File: src/rtl/shift_add_multiplier_pkg.sv
// Shared definitions for the sequential multi-cycle arithmetic units.
package shift_add_multiplier_pkg;

  // Default operand width; the product is twice this wide.
  localparam int unsigned DEFAULT_WIDTH = 16;

  // State register width, common with the sequential divider.
  localparam int unsigned STATE_W = 2;

  // Control states; encoding is shared with the divider so one decoder serves both.
  typedef enum logic [STATE_W-1:0] {
    IDLE     = 2'd0,
    MULTIPLY = 2'd1,
    FINISH   = 2'd2
  } mul_state_e;

  // Iteration counter width: must be able to hold the value WIDTH itself.
  function automatic int unsigned count_width(input int unsigned width);
    return $clog2(width) + 1;
  endfunction

endpackage : shift_add_multiplier_pkg

File: src/rtl/shift_add_multiplier_shift_add_step.sv
// One shift-and-add iteration: conditionally add the multiplicand into the
// accumulator, then shift {acc, mq} right by one, keeping the carry.
module shift_add_step
  import shift_add_multiplier_pkg::*;
#(
  parameter int unsigned WIDTH = DEFAULT_WIDTH
) (
  input  logic [WIDTH:0]   acc_i,
  input  logic [WIDTH-1:0] mq_i,
  input  logic [WIDTH-1:0] mcand_i,
  output logic [WIDTH:0]   acc_o,
  output logic [WIDTH-1:0] mq_o
);

  logic [WIDTH:0] sum;

  // The accumulator MSB is always zero on entry: the carry was shifted down last step.
  logic unused_acc_msb;
  assign unused_acc_msb = acc_i[WIDTH];

  // Add when the current multiplier LSB is set, then shift the pair right.
  always_comb begin
    sum = {1'b0, acc_i[WIDTH-1:0]};
    if (mq_i[0]) begin
      sum = {1'b0, acc_i[WIDTH-1:0]} + {1'b0, mcand_i};
    end
    acc_o = {1'b0, sum[WIDTH:1]};
    mq_o  = {sum[0], mq_i[WIDTH-1:1]};
  end

endmodule : shift_add_step

File: src/rtl/shift_add_multiplier.sv
// Sequential unsigned shift-and-add multiplier with start/done handshake and
// registered hi/lo product words; one multiplier bit is consumed per cycle.
module shift_add_multiplier
  import shift_add_multiplier_pkg::*;
#(
  parameter int unsigned WIDTH = DEFAULT_WIDTH
) (
  input  logic             clk,
  input  logic             reset,
  input  logic             start,
  input  logic [WIDTH-1:0] multiplicand,
  input  logic [WIDTH-1:0] multiplier,
  output logic [WIDTH-1:0] product_hi,
  output logic [WIDTH-1:0] product_lo,
  output logic             busy,
  output logic             done
);

  localparam int unsigned CNT_W = count_width(WIDTH);

  mul_state_e       state_q, state_d;
  logic [CNT_W-1:0] count_q, count_d;
  logic [WIDTH-1:0] mcand_q, mcand_d;
  logic [WIDTH-1:0] mq_q, mq_d;
  logic [WIDTH:0]   acc_q, acc_d;
  logic [WIDTH-1:0] prod_hi_q, prod_hi_d;
  logic [WIDTH-1:0] prod_lo_q, prod_lo_d;
  logic             busy_q, busy_d;
  logic             done_q, done_d;

  logic [WIDTH:0]   step_acc;
  logic [WIDTH-1:0] step_mq;

  shift_add_step #(
    .WIDTH (WIDTH)
  ) u_step (
    .acc_i   (acc_q),
    .mq_i    (mq_q),
    .mcand_i (mcand_q),
    .acc_o   (step_acc),
    .mq_o    (step_mq)
  );

  // State and datapath registers; synchronous reset discards any partial result.
  always_ff @(posedge clk) begin
    if (reset) begin
      state_q   <= IDLE;
      count_q   <= '0;
      mcand_q   <= '0;
      mq_q      <= '0;
      acc_q     <= '0;
      prod_hi_q <= '0;
      prod_lo_q <= '0;
      busy_q    <= 1'b0;
      done_q    <= 1'b0;
    end else begin
      state_q   <= state_d;
      count_q   <= count_d;
      mcand_q   <= mcand_d;
      mq_q      <= mq_d;
      acc_q     <= acc_d;
      prod_hi_q <= prod_hi_d;
      prod_lo_q <= prod_lo_d;
      busy_q    <= busy_d;
      done_q    <= done_d;
    end
  end

  // Next-state and datapath control; everything holds unless a state updates it.
  always_comb begin
    state_d   = state_q;
    count_d   = count_q;
    mcand_d   = mcand_q;
    mq_d      = mq_q;
    acc_d     = acc_q;
    prod_hi_d = prod_hi_q;
    prod_lo_d = prod_lo_q;
    busy_d    = busy_q;
    done_d    = done_q;

    unique case (state_q)
      IDLE: begin
        if (start) begin
          mcand_d = multiplicand;
          mq_d    = multiplier;
          acc_d   = '0;
          count_d = '0;
          done_d  = 1'b0;
          busy_d  = 1'b1;
          state_d = MULTIPLY;
        end
      end
      MULTIPLY: begin
        acc_d   = step_acc;
        mq_d    = step_mq;
        count_d = count_q + CNT_W'(1);
        // Leave on the iteration that brings count up to WIDTH.
        if (count_q == CNT_W'(WIDTH - 1)) begin
          state_d = FINISH;
        end
      end
      FINISH: begin
        prod_hi_d = acc_q[WIDTH-1:0];
        prod_lo_d = mq_q;
        done_d    = 1'b1;
        busy_d    = 1'b0;
        state_d   = IDLE;
      end
      default: begin
        busy_d  = 1'b0;
        state_d = IDLE;
      end
    endcase
  end

  assign product_hi = prod_hi_q;
  assign product_lo = prod_lo_q;
  assign busy       = busy_q;
  assign done       = done_q;

endmodule : shift_add_multiplier

File: config.mk
export PLATFORM = sky130hd
export DESIGN_NAME = shift_add_multiplier
export DESIGN_NICKNAME = d
export VERILOG_FILES = /design/src/rtl/shift_add_multiplier_pkg.sv /design/src/rtl/shift_add_multiplier_shift_add_step.sv /design/src/rtl/shift_add_multiplier.sv
export SDC_FILE = /design/constraint.sdc
export NUM_CORES = 1
export LEC_CHECK = 0
export ABC_AREA = 1
export ABC_CLOCK_PERIOD_IN_PS = 1700
export BUFFER_PORTS_ARGS = -buffer_cell sky130_fd_sc_hd__buf_4
export CORE_ASPECT_RATIO = 1.2
export CORE_MARGIN = 10
export CORE_UTILIZATION = 40
export CTS_BUF_LIST = sky130_fd_sc_hd__clkbuf_4
export DETAILED_ROUTE_END_ITERATION = 7
export PLACE_DENSITY = 0.67
export SLEW_MARGIN = 15
export SYNTH_ARGS = -nofsm -noshare
export SYNTH_HDL_FRONTEND = slang
export SYNTH_SLANG_ARGS = --single-unit
File: constraint.sdc
create_clock -name clk -period 1.7 [get_ports clk]
set_clock_uncertainty 0.1 [all_clocks]
set_input_delay 0 -clock clk [delete_from_list [all_inputs] [get_ports clk]]
set_output_delay 0 -clock clk [all_outputs]
set_load 0.05 [all_outputs]
==> results.cfg, run 1 <==
[timing]
report.final.slew_viol_count = 0
final-setup-viol-count = 7
fin_crit_sh_pct = 109
period_needed_ns = 1.85
worst_pin_slew_ns = 0.656
max-slew-margin-rel_pct = 56.0
grt_setup_unrepaired = yes
hold_viol = 0
setup_ws_ns = -0.154
max_freq_mhz = 539

[detailed_routing]
drcViolationCount = 0
routed_wl_mm = 12.3
viasPerCell = 5.01
drtIter0Drc = 136
route.antenna.remaining_nets = 0
wl_per_cell_um = 14.1
firstDrtPassIters = 4
route.vias.total = 4371

[placement]
gp_congestion = 0.929
post-dp-hpwl_mm = 8.58
place_ws_ns = -0.0970
portBuffers = 68

[global_route]
grt_pass1_vias = 4440
grt.overflow.total = 0
grt_use_met3_pct = 3.99
antenna_found_initial = 0
grt_pass1_wl_mm = 20.5
globalRouteTotalUtil_pct = 15.9
grt_max_degree = 34
met2_usage_pct = 28.5
grt.busiest_layer = met2
use_met1_pct = 17.7

[critical_path]
cp_num_buf_inv = 0
slowest_delay_ns = 0.36
worstPathRequired_ns = 1.94
crit_path_end_kind = flip-flop
crit_top_cell = nand2_2
slowest_stage = dfxtp_2
cp_max_fo = 3
cp_top_family = simple AND/OR/NAND/NOR gates
critical_path_class = reg2reg
timing.critical_path.cells = ha_4, fa_2, nand2_2, nand2_2, and2_4, nand2_2, nand2_2, xnor2_2, nand2_1, nand2_1, a21oi_2
worst-endpoint-arrival_ns = 2.09
cp-start-kind = flip-flop

[cts]
htreeDepth = 3
clockRootBuffer = clkbuf_4
cts_tree = built
cts_buffers = 9
path_clk_slew_ns = 0.14
clock_path_buffers = 2
cts_sinks = 89
clk_latency_ns = 0.46

[synth]
yosys_warnings = 0
ys_async_sr_fraction_pct = 0
syn_nets = 661
synthFlopType = dfxtp_1
ys_seq_elements = 89
ys_seq_area_share_pct = 40.3
synth_edf_count = 0
synth_area_sq_um = 4430
synth_area_per_cell_sq_um = 7.29
netlist_instances = 607
yosysUniqueCellTypes = 39

[final_layout]
syn2layout_area_growth_pct = 37.3
multi_input_area_sq_um = 2490
drive_above_1_share_pct = 30.8
diodes = 0
n_fill_cell = 1045
finalNetCount = 789
ff_latch_area_sq_um = 1810

[outcome]
failed_checks = negative setup slack
outcome = finished with violations

[floorplanning]
rows = 42
core_area_sq_um = 10900
die_w_um = 116
initial_core_util_pct = 40.5
die-area_sq_um = 15700
die_h_um = 135
io_pins = 69

[worst_hold_path]
hold_path.class = in2reg

[pwr]
p_leak_uw = 0.00270
ir_drop_mv = 0.418
total_power_uw = 4180
power_density_nw_per_um2 = 688

[run]
cap_violations = 0
-- worst register-to-register path: stages (launching register included) --
cell     delay [ns]
dfxtp_2        0.36
ha_4           0.16
fa_2           0.35
nand2_2        0.08
nand2_2        0.08
and2_4         0.16
nand2_2        0.06
nand2_2        0.06
xnor2_2        0.13
nand2_1        0.07
nand2_1        0.09
a21oi_2        0.05
-- repair_timing --
item                                   in CTS  in global routing
buffers inserted                            1                  2
resized for setup                          14                 46
hold buffers                               35                  0
pin swaps                                   4                 18
endpoints found under the hold margin      55                  0
setup endpoints to repair                  10                 27
-- flip-flops by register name (all words and copies together) (netlist names), 2 cells and up --
name / cells
state_q: 2
mcand_q: 16
mq_q: 16
acc_q: 16
product_hi: 16
product_lo: 16
count_q: 5
-- final cells by class --
type / instances / area share [%]
timing repair buffer: 147 / 20.2
clock buffer: 9 / 1.11
clock inverter: 7 / 1.01
multi-input combinational: 421 / 41.0
tap: 132 / 2.72
inverter: 67 / 4.18
sequential: 89 / 29.7
-- power by group --
group	switching [uW]	total (uW)	internal (uW)
clock network	719	1150	432
logic	400	778	377
registers	73.5	2250	2180
total	1190	4180	2990
-- metal layers --
metal | part of all wire [%] | routed length [um]
met5 | 0 | 0
met4 | 2.1 | 263
met3 | 5.5 | 678
met2 | 51 | 6280
met1 | 41 | 5060
-- placed cells by master, fill, tap and decap left out, types with 9 or more instances in the layout --
| master | synthesis | routed |
|---|---|---|
| dfxtp_1 | 89 | 73 |
| o21ai_1 | 18 | 19 |
| nand3_1 | 22 | 21 |
| o21ai_0 | 36 | 35 |
| inv_2 | 10 | 9 |
| nor2_1 | 96 | 96 |
| clkbuf_4 | 0 | 9 |
| nand2_1 | 108 | 91 |
| a21oi_2 | 9 | 12 |
| buf_4 | 7 | 109 |
| dfxtp_2 | 0 | 14 |
| o221ai_1 | 13 | 13 |
| ha_4 | 0 | 13 |
| inv_1 | 56 | 56 |
| dlygate4sd3_1 | 0 | 35 |
| nand2_2 | 14 | 28 |
| a21oi_1 | 50 | 46 |
-- logic make-up after synthesis --
| group | Yosys count | share of synthesized area [%] |
|---|---|---|
| simple gates | 262 | 26.3 |
| flops | 89 | 40.3 |
| xor+xnor | 3 | 0.594 |
| fa+ha+maj | 19 | 5.54 |
| compound gates | 137 | 18.0 |
| buf+inv | 97 | 9.36 |
-- cells in the mapped netlist, types with 7 or more instances --
cell type	n	area, sq um
nand2_1	108	405
nand3_1	22	110
inv_2	10	37.5
a21oi_1	50	250
nor2_1	96	360
o221ai_1	13	114
o21ai_0	36	180
ha_1	18	225
nand2_2	14	87.6
dfxtp_1	89	1780
inv_1	56	210
clkbuf_1	9	33.8
buf_4	7	52.6
o21ai_1	18	90.1
a21oi_2	9	78.8
buf_2	13	65.1
-- per-stage QoR --
step / cells / hold slack (ns) / area (sq um) / setup TNS, ns / util, %
global route: 872 / 0.218 / 6080 / -1.35 / 55.6
detailed placement: 818 / 0.133 / 5310 / -0.532 / 48.6
CTS: 870 / 0.184 / 5890 / -0.505 / 53.8
finish: 872 / 0.203 / 6080 / -0.517 / 55.6
floorplan: 607 / 0.0349 / 4450 / -0.0152 / -
global placement: 818 / 0.126 / 5310 / -0.208 / 48.6
-- final timing paths --
path         slack (ns)  cells after the start             start     endpoint
max               -0.15                     11        mcand_q[0]     acc_q[7]
min                0.20                      4  multiplicand[10]  mcand_q[10]
min reg2reg        0.37                      1        count_q[0]   count_q[0]
max reg2reg       -0.15                     11        mcand_q[0]     acc_q[7]
No activity file was read; power rests on OpenSTA's default activity.
==> run 2: changes to the inputs <==
- ABC_CLOCK_PERIOD_IN_PS: 1700 -> 2290
- CAP_MARGIN: unset -> 10
- PLACE_DENSITY: 0.67 -> 0.65
- clock period: 1.7 -> 2.29 ns (I/O delays scaled with it)
==> run 2 against run 1 <==
Compared with the run above:
- the flow now finishes without violations
- critical path depth fell by 4
- routed wire length shrank 5.6%
- global-route usage is 0.77 points lower
- register-to-register slack improved by 0.33 ns
- first-iteration DRC count grew 6.6%
- clock power is 28% lower
- combinational power shrank 38%
- critical path type unchanged
- largest power group unchanged
- highest routed layer unchanged
==> results.cfg, run 2 (synthesis results as in run 1) <==
[detailed_routing]
routed_wl_mm = 11.6
wl_per_cell_um = 13.7
viasPerCell = 4.97
drtIter0Drc = 145
route.vias.total = 4201
firstDrtPassIters = 4
drcViolationCount = 0
route.antenna.remaining_nets = 0

[timing]
final-setup-viol-count = 0
period_needed_ns = 2.12
hold_viol = 0
report.final.slew_viol_count = 0
setup_ws_ns = 0.174
max_freq_mhz = 473
whs_ns = 0.182
max-slew-margin-rel_pct = 68.8
finalSetupTns_ns = 0
worst_pin_slew_ns = 0.467
fin_crit_sh_pct = 92.4
grt_setup_unrepaired = no

[critical_path]
cp_num_buf_inv = 3
crit_path_end_kind = flip-flop
worst-endpoint-arrival_ns = 2.38
r2r-start = state_q[0]
cp-start-kind = flip-flop
ff2ff_path_depth = 7
slowest_delay_ns = 0.54
r2r-end = mcand_q[0]
cp_max_fo = 30
timing.critical_path.cells = inv_2, nand2_2, nor2_4, inv_4, nor2_1, nor2_1, dlygate4sd3_1
worstPathRequired_ns = 2.55
cp.depth = 7
reg2reg_slack_ns = 0.17
cp_top_family = buffers and inverters
critical_path_class = reg2reg
crit_top_cell = nor2_1
slowest_stage = dlygate4sd3_1

[final_layout]
drive_above_1_share_pct = 19.9
diodes = 0
syn2layout_area_growth_pct = 26.2
finalNetCount = 763
final_common_cell = nand2_1
final_cell_mix = nand2_1 (108), nor2_1 (96), dfxtp_1 (89)
design_area_sq_um = 5590
final_cells = 846

[cts]
clock_path_buffers = 2
clockRootBuffer = clkbuf_4
htreeDepth = 3
clk_latency_ns = 0.47
cts_setup_buffers = 0
cts_tree = built
cts_sinks = 89
cts_buffers = 9
path_clk_slew_ns = 0.16

[global_route]
met2_usage_pct = 26.3
globalRouteTotalUtil_pct = 15.2
grt_pass1_vias = 4300
grt_max_degree = 59
antenna_found_initial = 0
grt_pass1_wl_mm = 19.6
grt.overflow.total = 0
use_met1_pct = 17.0
grt_use_met3_pct = 4.08
grt.busiest_layer = met2

[worst_hold_path]
hold_path.class = in2reg
holdPathStages = 4
hold-path-endpoint = mcand_q[9]
hp-start = multiplicand[9]

[pwr]
ir_drop_mv = 0.331
p_leak_uw = 0.00256
power_density_nw_per_um2 = 531

[floorplanning]
rows = 42
initial_core_util_pct = 40.5
core_area_sq_um = 10900
die_w_um = 116
io_pins = 69
die-area_sq_um = 15700
die_h_um = 135

[placement]
postPlaceCellArea_sq_um = 5020
post-dp-hpwl_mm = 7.96
place_ws_ns = 0.390
place_inst = 786
gp_congestion = 0.897
portBuffers = 68

[outcome]
outcome = finished, final reports clean

[run]
cap_violations = 0
[run 2: metal layers]
| metal | up-vias | share of wire [%] | wire [um] |
|---|---|---|---|
| met5 | - | 0 | 0 |
| met4 | 0 | 1.5 | 171 |
| met3 | 15 | 7.8 | 899 |
| met2 | 92 | 50 | 5740 |
| met1 | 1906 | 41 | 4780 |
| li1 | 2188 | - | - |
[run 2: power breakdown]
part           switching, uW  leakage, uW  total (uW)  internal, uW
clock network            592    0.0000600         824           231
registers               44.0     0.000726        1660          1610
logic                    270      0.00177         484           214
total                    907      0.00256        2970          2060
[run 2: cell type report]
type / count / area (sq um)
fillers: 1103 / 5350
multi-input cells: 421 / 2230
flip-flops and latches: 89 / 1780
repair buffers: 121 / 1030
inverters: 67 / 254
well taps: 132 / 165
clock buffers: 9 / 67.6
clock inverters: 7 / 56.3
[run 2: worst max-delay path by stage]
stage,start,to,slack (ns)
after floorplan,acc_q[0],acc_q[7],0.47
after CTS,state_q[0],mcand_q[0],0.02
after detailed placement,acc_q[0],acc_q[15],0.39
final,state_q[0],mcand_q[0],0.17
after global placement,acc_q[0],acc_q[7],0.40
after global routing,state_q[0],mcand_q[0],0.03
[run 2: worst reg2reg max path: cells and delay by family, from the launching register on]
kind | cells | cell delay [ns]
buffers and inverters | 3 | 0.84
flip-flops | 1 | 0.38
AND/OR/NAND/NOR | 4 | 0.68
[run 2: through the flow]
step / total power, uW / util, %
2_1_floorplan: 1990 / -
3_3_place_gp: 2110 / 45.9
3_5_place_dp: 2110 / 45.9
4_1_cts: 2990 / 51.1
5_1_grt: 3120 / 51.1
6_report: 2970 / 51.1
[run 2: timing repair]
action	in CTS	in global routing
endpoints found under the setup margin	0	7
endpoints found under the hold margin	55	0
resized for setup	0	2
hold buffers	44	0
